### src/rtl/glitch_sequencer.sv
// glitch_sequencer: executes a short program fetched from an instruction ROM.
// Word format {op[11:10], bus[9], data[8:1], ack[0]}.
//   op 10 DELAY   : wait delay_len(data) cycles
//   op 01 DAC_UP  : hand data to the DAC driver over valid/ready
//   op 00 I2C_CHK : wait for a sniffed byte on bus; runs of CHK words form one
//                   pattern and any mismatch rewinds to the first word of it
//   op 11         : reserved, executes as NOP
// Ports:
//   clk, rst_n            clock, async active-low reset
//   start, abort          run request (IDLE only) / sync abort (any state)
//   instr_pt, instr       ROM address out, ROM word in
//   delay_num, delay_len  delay-table index out, cycle count in
//   dac_valid/data/ready  DAC update handshake
//   i2c_sel               bus the current CHK word watches
//   mon_valid/bus/byte/ack sniffed byte strobe from the I2C monitor
//   busy, done            not-idle flag, 1-cycle completion pulse
module glitch_sequencer #(
  parameter int PROG_LEN = 21,
  parameter int PT_W     = 8,
  parameter int DELAY_W  = 32
) (
  input  logic               clk,
  input  logic               rst_n,
  input  logic               start,
  input  logic               abort,
  output logic [PT_W-1:0]    instr_pt,
  input  logic [11:0]        instr,
  output logic [7:0]         delay_num,
  input  logic [DELAY_W-1:0] delay_len,
  output logic               dac_valid,
  output logic [7:0]         dac_data,
  input  logic               dac_ready,
  output logic               i2c_sel,
  input  logic               mon_valid,
  input  logic               mon_bus,
  input  logic [7:0]         mon_byte,
  input  logic               mon_ack,
  output logic               busy,
  output logic               done
);

  typedef enum logic [2:0] {
    S_IDLE, S_FETCH, S_DISP, S_DELAY, S_DAC, S_CHK, S_DONE
  } state_t;

  localparam logic [1:0]      OP_CHK   = 2'b00;
  localparam logic [1:0]      OP_DAC   = 2'b01;
  localparam logic [1:0]      OP_DELAY = 2'b10;
  localparam logic [PT_W-1:0] PT_END   = PT_W'(PROG_LEN);
  localparam logic [PT_W-1:0] PT_ONE   = PT_W'(1);

  state_t             state, state_n;
  logic [PT_W-1:0]    pt, pt_n;
  logic [PT_W-1:0]    chk_base, base_n;
  logic [11:0]        ir, ir_n;
  logic [DELAY_W-1:0] cnt, cnt_n;
  logic               prev_chk, prev_n;
  logic               dv_n;
  logic [7:0]         dd_n;
  logic [1:0]         op;

  assign op        = ir[11:10];
  assign instr_pt  = pt;
  assign delay_num = ir[8:1];
  assign i2c_sel   = ir[9];
  assign busy      = (state != S_IDLE);
  assign done      = (state == S_DONE);

  always_ff @(posedge clk or negedge rst_n) begin
    if (!rst_n) begin
      state     <= S_IDLE;
      pt        <= '0;
      chk_base  <= '0;
      ir        <= '0;
      cnt       <= '0;
      prev_chk  <= 1'b0;
      dac_valid <= 1'b0;
      dac_data  <= '0;
    end else begin
      state     <= state_n;
      pt        <= pt_n;
      chk_base  <= base_n;
      ir        <= ir_n;
      cnt       <= cnt_n;
      prev_chk  <= prev_n;
      dac_valid <= dv_n;
      dac_data  <= dd_n;
    end
  end

  always_comb begin
    state_n = state;
    pt_n    = pt;
    base_n  = chk_base;
    ir_n    = ir;
    cnt_n   = cnt;
    prev_n  = prev_chk;
    dv_n    = dac_valid;
    dd_n    = dac_data;

    unique case (state)
      S_IDLE: begin
        if (start) begin
          pt_n    = '0;
          prev_n  = 1'b0;
          state_n = S_FETCH;
        end
      end

      S_FETCH: begin
        if (pt == PT_END) begin
          state_n = S_DONE;
        end else begin
          ir_n    = instr;
          state_n = S_DISP;
        end
      end

      S_DISP: begin
        // chk_base is latched only on the first word of a CHK run
        prev_n = (op == OP_CHK);
        case (op)
          OP_DELAY: begin
            cnt_n = delay_len;
            if (delay_len == '0) begin
              pt_n    = pt + PT_ONE;
              state_n = S_FETCH;
            end else begin
              state_n = S_DELAY;
            end
          end
          OP_DAC: begin
            dv_n    = 1'b1;
            dd_n    = ir[8:1];
            state_n = S_DAC;
          end
          OP_CHK: begin
            if (!prev_chk) base_n = pt;
            state_n = S_CHK;
          end
          default: begin
            pt_n    = pt + PT_ONE;
            state_n = S_FETCH;
          end
        endcase
      end

      S_DELAY: begin
        // loaded with delay_len, leaves on the cycle cnt reads 1:
        // the state therefore lasts exactly delay_len cycles
        cnt_n = cnt - DELAY_W'(1);
        if (cnt == DELAY_W'(1)) begin
          pt_n    = pt + PT_ONE;
          state_n = S_FETCH;
        end
      end

      S_DAC: begin
        if (dac_ready) begin
          dv_n    = 1'b0;
          pt_n    = pt + PT_ONE;
          state_n = S_FETCH;
        end
      end

      S_CHK: begin
        if (mon_valid && (mon_bus == ir[9])) begin
          if ((mon_byte == ir[8:1]) && (mon_ack == ir[0])) begin
            pt_n    = pt + PT_ONE;
            state_n = S_FETCH;
          end else begin
            // restart the whole pattern; the offending byte is dropped
            pt_n    = chk_base;
            prev_n  = 1'b0;
            state_n = S_FETCH;
          end
        end
      end

      S_DONE: begin
        pt_n    = '0;
        state_n = S_IDLE;
      end

      default: state_n = S_IDLE;
    endcase

    if (abort) begin
      state_n = S_IDLE;
      pt_n    = '0;
      dv_n    = 1'b0;
    end
  end

endmodule
### config.mk
export PLATFORM = sky130hd
export DESIGN_NAME = glitch_sequencer
export DESIGN_NICKNAME = d
export VERILOG_FILES = /design/src/rtl/glitch_sequencer.sv
export SDC_FILE = /design/constraint.sdc
export NUM_CORES = 1
export LEC_CHECK = 0
export BUFFER_PORTS_ARGS = -buffer_cell sky130_fd_sc_hd__buf_2
export CAP_MARGIN = 10
export CORE_MARGIN = 8
export CORE_UTILIZATION = 35
export CTS_BUF_LIST = sky130_fd_sc_hd__clkbuf_4 sky130_fd_sc_hd__clkbuf_8 sky130_fd_sc_hd__clkbuf_16
export DETAILED_ROUTE_END_ITERATION = 8
export MAX_ROUTING_LAYER = met4
export PLACE_DENSITY_LB_ADDON = 0.08
export SLEW_MARGIN = 20
export SYNTH_ARGS = -nofsm -noshare
export SYNTH_HDL_FRONTEND = slang
export SYNTH_SLANG_ARGS = --single-unit
### constraint.sdc
create_clock -name clk -period 2.55 [get_ports clk]
set_clock_uncertainty 0.05 [all_clocks]
set_input_delay 0.1275 -clock clk [delete_from_list [all_inputs] [get_ports clk]]
set_output_delay 0.1275 -clock clk [all_outputs]
set_load 0.01 [all_outputs]
==> results.txt, run 1 <==
status = complete, no violations
Worst path max stage delay = 0.56 ns
Skew-Pair Late Insertion Delay = 0.33 ns
# setup viols final = 0
fin cells = 703
CP Capture Type = flop
Clk pin slew, worst setup/hold paths = 0.06 ns
cell leakage power = 2.35 nW
layout cells sized above 1 = 33.8%
die width = 125 um
WP data arrival = 2.57 ns
DRT iter0 DRCs = 288
Slew Limit Fails = 0
Final Critical Period = 2.42 ns
RePlAce Congestion = 0.787
total global routing overflow = 0
period utilization = 94.9%
GRT Overall Usage = 15.6%
pwr/cell area = 979 nW/um^2
Placed Cells = 668
net count after synthesis = 492
filler cell count = 1123
# IOs = 88
Tot Pwr = 5.32 mW
placed cell areas = 4880 um^2
setup ws final = 0.129 ns
Rel. slew slack = 53.2%
via density per instance = 5.38
IO buf count = 87
largest net degree at the start of global routing = 74
Final HPWL DP = 8.63 mm
CORE AREA = 11500 um^2
DR vias = 3783
asr flop ratio synth = 100%
final hold violation count = 0
# rows = 39
CTS tree = yes
achievable frequency = 0.413 GHz
Synth Instances = 428
Syn Std Cell Area = 4130 um^2
initial antenna violation count = 0
Slew @ Worst Pin = 0.701 ns
Worst path top cell family by delay = simple AND/OR/NAND/NOR gates
CP Class = reg -> reg
vias in the first global route = 3868
RSZ-0062 raised after global routing = no
Max-Cap Viols = 0
Hold WS = 0.00728 ns
Hold WC Path Type = in -> reg
total CTS buffers = 9
CP max FO = 9
YS warnings = 0
Clock Tree Root = clkbuf_16
DRC = 0
critical path, cell by cell = or3_2, or4_4, o21ai_4, nand4_2, buf_4, a221oi_1, nor3_1
peak supply drop = 511 uV
maximum clock path buffer count = 2
Avg Cell Area, Syn = 9.64 um^2
Routed WL per cell = 16.9 um
CP max stage cell = or4_4
final instance area = 5430 um^2
nets@finish = 619
number of flops mapped to enable cells by yosys = 0
H-tree depth = 3
Seq/Total Area, Yosys = 44.3%
Initial Util = 36.0%
Reg area = 1830 um^2
synth-to-layout area growth = 31.7%
# diodes = 0
Core Util, Final = 47.4%
Routed Antenna Nets = 0
CTS Sinks = 73
crit start category = flop
first-pass GRT wire length = 19.5 mm
Place WS = 0.0802 ns
final wirelength = 11.9 mm
DR pass1 iterations = 4
sum of negative setup slack = 0 ns
post-synthesis register bit count = 73
Synth cell types = 62
worst path bufs/invs = 1
main flop type after synthesis = dfrtp_1
Die Y = 125 um
Die ar. = 15500 um^2
multi-input logic area = 2140 um^2
Required @ worst endpoint = 2.70 ns
-- layer usage --
metal / track usage (%) / vias to the layer above / wire (um)
li1: - / 1844 / -
met1: 18.9 / 1818 / 5570
met2: 25.3 / 103 / 5570
met3: 3.45 / 18 / 519
met4: 4.96 / 0 / 227
met5: - / - / 0
-- cells in the mapped netlist (4+ instances only) --
master	count	area share, %
nand3_1	15	1.8
nand2_1	27	2.5
nand3b_1	4	0.73
nor3_1	22	2.7
a21oi_1	14	1.7
o21ai_0	11	1.3
clkbuf_1	14	1.3
o22ai_1	4	0.61
ha_1	4	1.2
xor2_1	9	1.9
nor2_1	57	5.2
dfrtp_1	73	44
buf_4	9	1.6
a311oi_1	8	1.7
or3_1	9	1.4
xnor2_1	7	1.5
a211oi_1	13	2.4
nand2b_1	4	0.61
inv_1	9	0.82
nor4_1	12	1.8
a221oi_1	10	2.1
mux2_2	29	7.9
nor3b_1	4	0.73
-- cell type report --
class	count	share of cell area (%)
Clock inverter	4	1.38
Sequential cell	73	33.6
Tap cell	143	3.29
Multi-Input combinational cell	319	39.4
Inverter	9	0.622
Timing Repair Buffer	143	16.9
Clock buffer	12	4.79
-- final timing paths --
| check | slack, ns | to | from | cells after the start |
|---|---|---|---|---|
| worst max-delay path | 0.13 | instr_pt[7] | cnt[8] | 7 |
| worst min-delay path | 0.007 | cnt[17] | delay_len[17] | 2 |
| worst max register to register | 0.13 | instr_pt[7] | cnt[8] | 7 |
| worst min register to register | 0.45 | dac_data[0] | dac_data[0] | 1 |
| max in group asynchronous | 1.80 | cnt[13] | rst_n | 3 |
| min in group asynchronous | 0.29 | ir[6] | rst_n | 3 |
-- power by group --
part	internal (mW)	switching, mW
clock network	0.921	0.484
logic	0.928	0.879
registers	1.64	0.465
total	3.49	1.83
-- kinds of logic (layout without fill, tap and decap cells) --
family	Yosys count	in the layout	synth area share [%]
AO/OA/AOI/OAI	88	88	15.7
XOR/XNOR	16	16	3.40
adder cells (fa/ha/maj)	4	4	1.21
buffers and inverters	36	168	4.43
flip-flops	73	73	44.3
multiplexers	30	30	8.16
AND/OR/NAND/NOR	181	181	22.8
-- worst register-to-register path: cells and delay by family, from the launching register on --
family	cells	cell delay (ns)
AO/OA/AOI/OAI	2	0.40
AND/OR/NAND/NOR	4	1.25
flip-flops	1	0.40
buffers and inverters	1	0.20
-- cell usage in the layout (no fill, tap or decap), types with 3 or more instances in the layout --
| master | netlist | final |
|---|---|---|
| buf_2 | 1 | 87 |
| dfrtp_1 | 73 | 73 |
| nor2_1 | 57 | 56 |
| buf_4 | 9 | 36 |
| mux2_2 | 29 | 29 |
| nand2_1 | 27 | 27 |
| nor3_1 | 22 | 22 |
| dlygate4sd3_1 | 0 | 19 |
| nand3_1 | 15 | 15 |
| a21oi_1 | 14 | 14 |
| a211oi_1 | 13 | 13 |
| nor4_1 | 12 | 12 |
| o21ai_0 | 11 | 10 |
| inv_1 | 9 | 9 |
| or3_1 | 9 | 9 |
| xor2_1 | 9 | 9 |
| a221oi_1 | 10 | 9 |
| clkbuf_16 | 0 | 9 |
| a311oi_1 | 8 | 8 |
| xnor2_1 | 7 | 7 |
| nand3b_1 | 4 | 4 |
| nand2b_1 | 4 | 4 |
| o22ai_1 | 4 | 4 |
| ha_1 | 4 | 4 |
| nor2b_1 | 3 | 3 |
| or4_4 | 2 | 3 |
| nor3b_1 | 4 | 3 |
-- state kept, by name, summed over array words and instances (netlist names) --
name	cells
cnt	32
ir	12
chk_base	8
dac_data	8
instr_pt	8
state	3
dac_valid	1
prev_chk	1
-- repair_timing --
item,CTS,global route
hold endpoints to repair,91,0
setup buffers,0,0
hold buffers,19,0
gates resized for setup,0,6
setup endpoints to repair,0,12
Power figures use the tool's default switching activity.
==> inputs of run 2 (changes only) <==
--- a/config.mk
+++ b/config.mk
@@ -8,7 +8,7 @@
 export BUFFER_PORTS_ARGS = -buffer_cell sky130_fd_sc_hd__buf_2
 export CAP_MARGIN = 10
 export CORE_MARGIN = 8
-export CORE_UTILIZATION = 35
+export CORE_UTILIZATION = 45
 export CTS_BUF_LIST = sky130_fd_sc_hd__clkbuf_4 sky130_fd_sc_hd__clkbuf_8 sky130_fd_sc_hd__clkbuf_16
 export DETAILED_ROUTE_END_ITERATION = 8
 export MAX_ROUTING_LAYER = met4
==> run 2 against run 1 <==
Utilization grew 12 points. Critical path depth grew 1. Routed wire length decreased by 0.66%. Fmax is 1.9% lower. Total power decreased by 6.0%. Clock power shrank 26%. Sequential cell count did not move. Die area shrank 20%. Non-clock buffer count grew 1. Sequential power about the same. Critical path type unchanged. Largest cell class unchanged.
==> results.txt, run 2 (synthesized netlist as in run 1, its figures left out) <==
initial antenna violation count = 0
RSZ-0062 raised after global routing = yes
CP max FO = 4
layout cells sized above 1 = 33.7%
Max-Cap Viols = 0
Rel. slew slack = 51.5%
Tot Pwr = 5.00 mW
total CTS buffers = 9
Net Switching = 1.84 mW
IO buf count = 87
Slew @ Worst Pin = 0.728 ns
most frequent cells in the layout = 87 x buf_2, 73 x dfrtp_1, 56 x nor2_1, 32 x buf_4, 29 x mux2_2
DRT iter0 DRCs = 236
part of the power in registers = 42.6%
Clk pin slew, worst setup/hold paths = 0.08 ns
cell leakage power = 2.32 nW
period utilization = 96.8%
Die Y = 112 um
Final Critical Period = 2.47 ns
switch share = 36.8%
CTS Sinks = 73
# IOs = 88
synth-to-layout area growth = 29.9%
WP data arrival = 2.65 ns
# setup viols final = 0
Comb pwr share = 36.6%
internal power = 3.16 mW
status = complete, no violations
die width = 112 um
Core Util, Final = 59.1%
# diodes = 0
most common cell after layout, fill and taps aside = buf_2
Clock Tree Root = clkbuf_8
via density per instance = 5.79
DRC = 0
nets@finish = 621
total global routing overflow = 0
Slew Limit Fails = 0
pwr/cell area = 933 nW/um^2
CP Class = reg -> reg
maximum clock path buffer count = 2
Initial Util = 45.5%
CORE AREA = 9060 um^2
GRT Overall Usage = 19.6%
final wirelength = 11.8 mm
Routed WL per cell = 17.6 um
peak supply drop = 508 uV
vias in the first global route = 3949
largest register by flop count = cnt
Final HPWL DP = 8.52 mm
CP Capture Type = flop
largest registers = cnt: 32 flops, ir: 12 flops
Routed Antenna Nets = 0
number of flip-flops in the largest register = 32
largest net degree at the start of global routing = 32
setup ws final = 0.0814 ns
CTS tree = yes
final hold violation count = 0
Hold WS = 0.0139 ns
power share of the clock group = 20.7%
Hold WC Path Type = in -> reg
DR vias = 3891
Skew-Pair Late Insertion Delay = 0.35 ns
Place WS = 0.00690 ns
Reg2Reg Depth = 8
DR pass1 iterations = 4
Required @ worst endpoint = 2.74 ns
achievable frequency = 0.405 GHz
crit start category = flop
WHS Path Cells = 3
# rows = 35
Die ar. = 12500 um^2
RePlAce Congestion = 0.881
H-tree depth = 3
first-pass GRT wire length = 19.3 mm
run 2: cell count changes in the layout (fill, tap and decap cells not counted), sizes merged:
cell	previous run	this run
dlygate4sd3	19	24
nand4	3	4
clkinv	0	2
buf	124	120
clkinvlp	2	0
clkbuf	12	11
run 2: final timing paths:
path / endpoint / startpoint / slack [ns]
max in group asynchronous: cnt[6] / rst_n / 1.37
setup / recovery: instr_pt[3] / cnt[1] / 0.08
min in group asynchronous: ir[5] / rst_n / 0.31
hold reg to reg: dac_data[3] / dac_data[3] / 0.45
hold / removal: cnt[1] / delay_len[1] / 0.01
setup reg to reg: instr_pt[3] / cnt[1] / 0.08
run 2: through the flow:
step / TNS [ns] / std cells / area [um^2]
floorplan: 0 / 428 / 4130
global placement: 0 / 630 / 4800
detailed placement: 0 / 630 / 4800
CTS: -0.00120 / 669 / 5260
global route: -0.121 / 672 / 5360
finish: 0 / 672 / 5360
run 2: area by class of cell:
type,instances,area [um^2]
fillers,808,3710
multi-input cells,320,2200
flip-flops and latches,73,1830
repair buffers,144,936
clock buffers,11,145
well taps,111,139
clock inverters,4,77.6
inverters,9,33.8
run 2: timing repair:
action | CTS | global route
endpoints found under the hold margin | 52 | 0
setup endpoints to repair | 1 | 15
pin swaps | 0 | 5
setup buffers | 0 | 2
hold buffers | 24 | 0
gates cloned | 0 | 1
gates resized for setup | 0 | 16
run 2: worst max-delay path: stages (launching register included):
cell      delay (ns)
dfrtp_1         0.40
inv_2           0.06
ha_1            0.13
or3b_4          0.37
or4_4           0.53
o21ai_4         0.25
nand4_2         0.22
a221oi_2        0.26
nor3_2          0.07
run 2: power by group through the flow:
stage	logic [mW]	clock network, mW	registers [mW]
after global routing	2.03	1.10	2.21
after floorplan	1.18	0	2.08
after CTS	1.75	1.06	2.12
after detailed placement	1.72	0	2.14
final	1.83	1.04	2.13
after global placement	1.67	0	2.12
run 2: layer usage:
metal,up-vias,track usage (%),wire (um)
met5,-,-,0
met4,0,8.39,267
met3,23,3.41,511
met2,102,33.2,5760
met1,1908,22.4,5270
li1,1858,-,-
==> inputs of run 3 (changes only) <==
==> constraint.sdc (replaced) <==
create_clock -name clk -period 2.6 [get_ports clk]
set_clock_uncertainty 0.05 [all_clocks]
set_input_delay 0.13 -clock clk [delete_from_list [all_inputs] [get_ports clk]]
set_output_delay 0.13 -clock clk [all_outputs]
set_load 0.01 [all_outputs]
==> run 3 against run 2 <==
Global-route usage down 0.41 points. First-iteration DRC count decreased by 20%. Die area unchanged. Final cell count decreased by 1.6%. Non-clock buffer count down 11. Fmax fell by 1.1%. Sequential cell count unchanged. Total power is 2.3% lower. Largest power group unchanged. Highest routed layer unchanged.
==> results.txt, run 3 (synthesized netlist as in run 1, its figures left out) <==
Initial Util = 45.5%
# IOs = 88
die width = 112 um
CP Capture Type = flop
largest net degree at the start of global routing = 43
largest registers = cnt: 32 flops, ir: 12 flops
most frequent cells in the layout = 87 x buf_2, 73 x dfrtp_1, 56 x nor2_1, 29 x mux2_2, 27 x nand2_1
Final HPWL DP = 8.31 mm
largest register by flop count = cnt
CTS Sinks = 73
DRT iter0 DRCs = 189
Placed Cells = 623
H-tree depth = 3
nets@finish = 610
final hold violation count = 0
# rows = 35
global-route met1 utilization = 23.2%
fin cells = 661
crit path launch = cnt[1]
Required @ worst endpoint = 2.78 ns
via density per instance = 5.72
RePlAce Congestion = 0.848
Routed Antenna Nets = 0
GR Util met2 = 31.4%
CTS tree = yes
# setup viols final = 0
synth-to-layout area growth = 27.7%
cell leakage power = 2.28 nW
crit start category = flop
IO buf count = 87
global routing usage on met3 = 3.30%
first-pass GRT wire length = 19.1 mm
final wirelength = 11.5 mm
DR vias = 3781
WP data arrival = 2.68 ns
most common cell after layout, fill and taps aside = buf_2
initial antenna violation count = 0
GRT Overall Usage = 19.2%
# diodes = 0
number of setup buffers added after CTS = 0
Skew-Pair Late Insertion Delay = 0.35 ns
hold path start = delay_len[29]
CORE AREA = 9060 um^2
Rel. slew slack = 49.1%
layout cells sized above 1 = 32.4%
Clock Tree Root = clkbuf_8
Hold WC Path Type = in -> reg
FF-to-FF Start = cnt[1]
Die Y = 112 um
vias in the first global route = 3902
total global routing overflow = 0
RSZ-0062 raised after global routing = no
Core Util, Final = 58.1%
period utilization = 96.0%
status = complete, no violations
Final Critical Period = 2.50 ns
number of flip-flops in the largest register = 32
Slew @ Worst Pin = 0.763 ns
DR pass1 iterations = 4
Die ar. = 12500 um^2
Max-Cap Viols = 0
Clk pin slew, worst setup/hold paths = 0.08 ns
CP max FO = 5
busiest grt layer = met2
maximum clock path buffer count = 2
CP Class = reg -> reg
pwr/cell area = 927 nW/um^2
peak supply drop = 436 uV
Slew Limit Fails = 0
r2r setup slk = 0.10 ns
achievable frequency = 0.401 GHz
DRC = 0
total CTS buffers = 9
Routed WL per cell = 17.4 um
## run 3: changes by cell type in the layout (fill, tap and decap cells not counted), sizes merged
cell	delta
bufinv	+1
buf	-9
dlygate4sd3	-2
clkbuf	-1
## run 3: area by class of cell
type	count	area, um^2
fill	804	3800
multi-input combinational	320	2180
sequential	73	1830
timing repair buffer	133	848
tap	111	139
clock buffer	10	138
clock inverter	5	104
inverter	9	33.8
## run 3: where the power goes
part / internal, mW / switching, mW / total, mW / leakage (nW)
Sequential: 1.61 / 0.507 / 2.12 / 0.881
Combinational: 0.846 / 0.816 / 1.66 / 1.28
Clock: 0.659 / 0.449 / 1.11 / 0.122
## run 3: critical path, cell delays in order, from the launching register on
cell,delay (ns)
dfrtp_1,0.39
inv_1,0.11
ha_1,0.15
or3b_2,0.45
or4_4,0.44
o21ai_4,0.24
nand4_4,0.19
a221oi_1,0.28
nor3_1,0.08
## run 3: stage by stage
step | setup TNS, ns | setup slack, ns | hold WS (ns) | area [um^2] | power [mW]
2_1_floorplan | 0 | 0.246 | -0.216 | 4130 | 3.20
3_3_place_gp | 0 | 0.113 | 0.186 | 4740 | 3.66
3_5_place_dp | -0.00264 | -0.00264 | 0.191 | 4740 | 3.72
4_1_cts | 0 | 0.0400 | 0.00476 | 5210 | 4.86
5_1_grt | 0 | 0.0140 | 0.0126 | 5270 | 5.24
6_report | 0 | 0.105 | 0.0118 | 5270 | 4.88
## run 3: layer usage
| metal | routed length, um | vias to the layer above | part of all wire (%) |
|---|---|---|---|
| li1 | - | 1829 | - |
| met2 | 5690 | 92 | 49 |
| met5 | 0 | - | 0 |
| met3 | 395 | 17 | 3.4 |
| met1 | 5220 | 1843 | 45 |
| met4 | 204 | 0 | 1.8 |
## run 3: worst paths after layout
path / end / depth (start not counted)
hold reg to reg: dac_data[5] / 1
setup reg to reg: instr_pt[5] / 8
max in group asynchronous: cnt[23] / 3
hold / removal: cnt[29] / 3
min in group asynchronous: dac_data[6] / 2
setup / recovery: instr_pt[5] / 8
## run 3: repair_timing
action / CTS / global route
cloned: 0 / 1
hold endpoints to repair: 52 / 0
hold buffers: 22 / 0
gates resized for setup: 1 / 10
setup endpoints to repair: 1 / 11
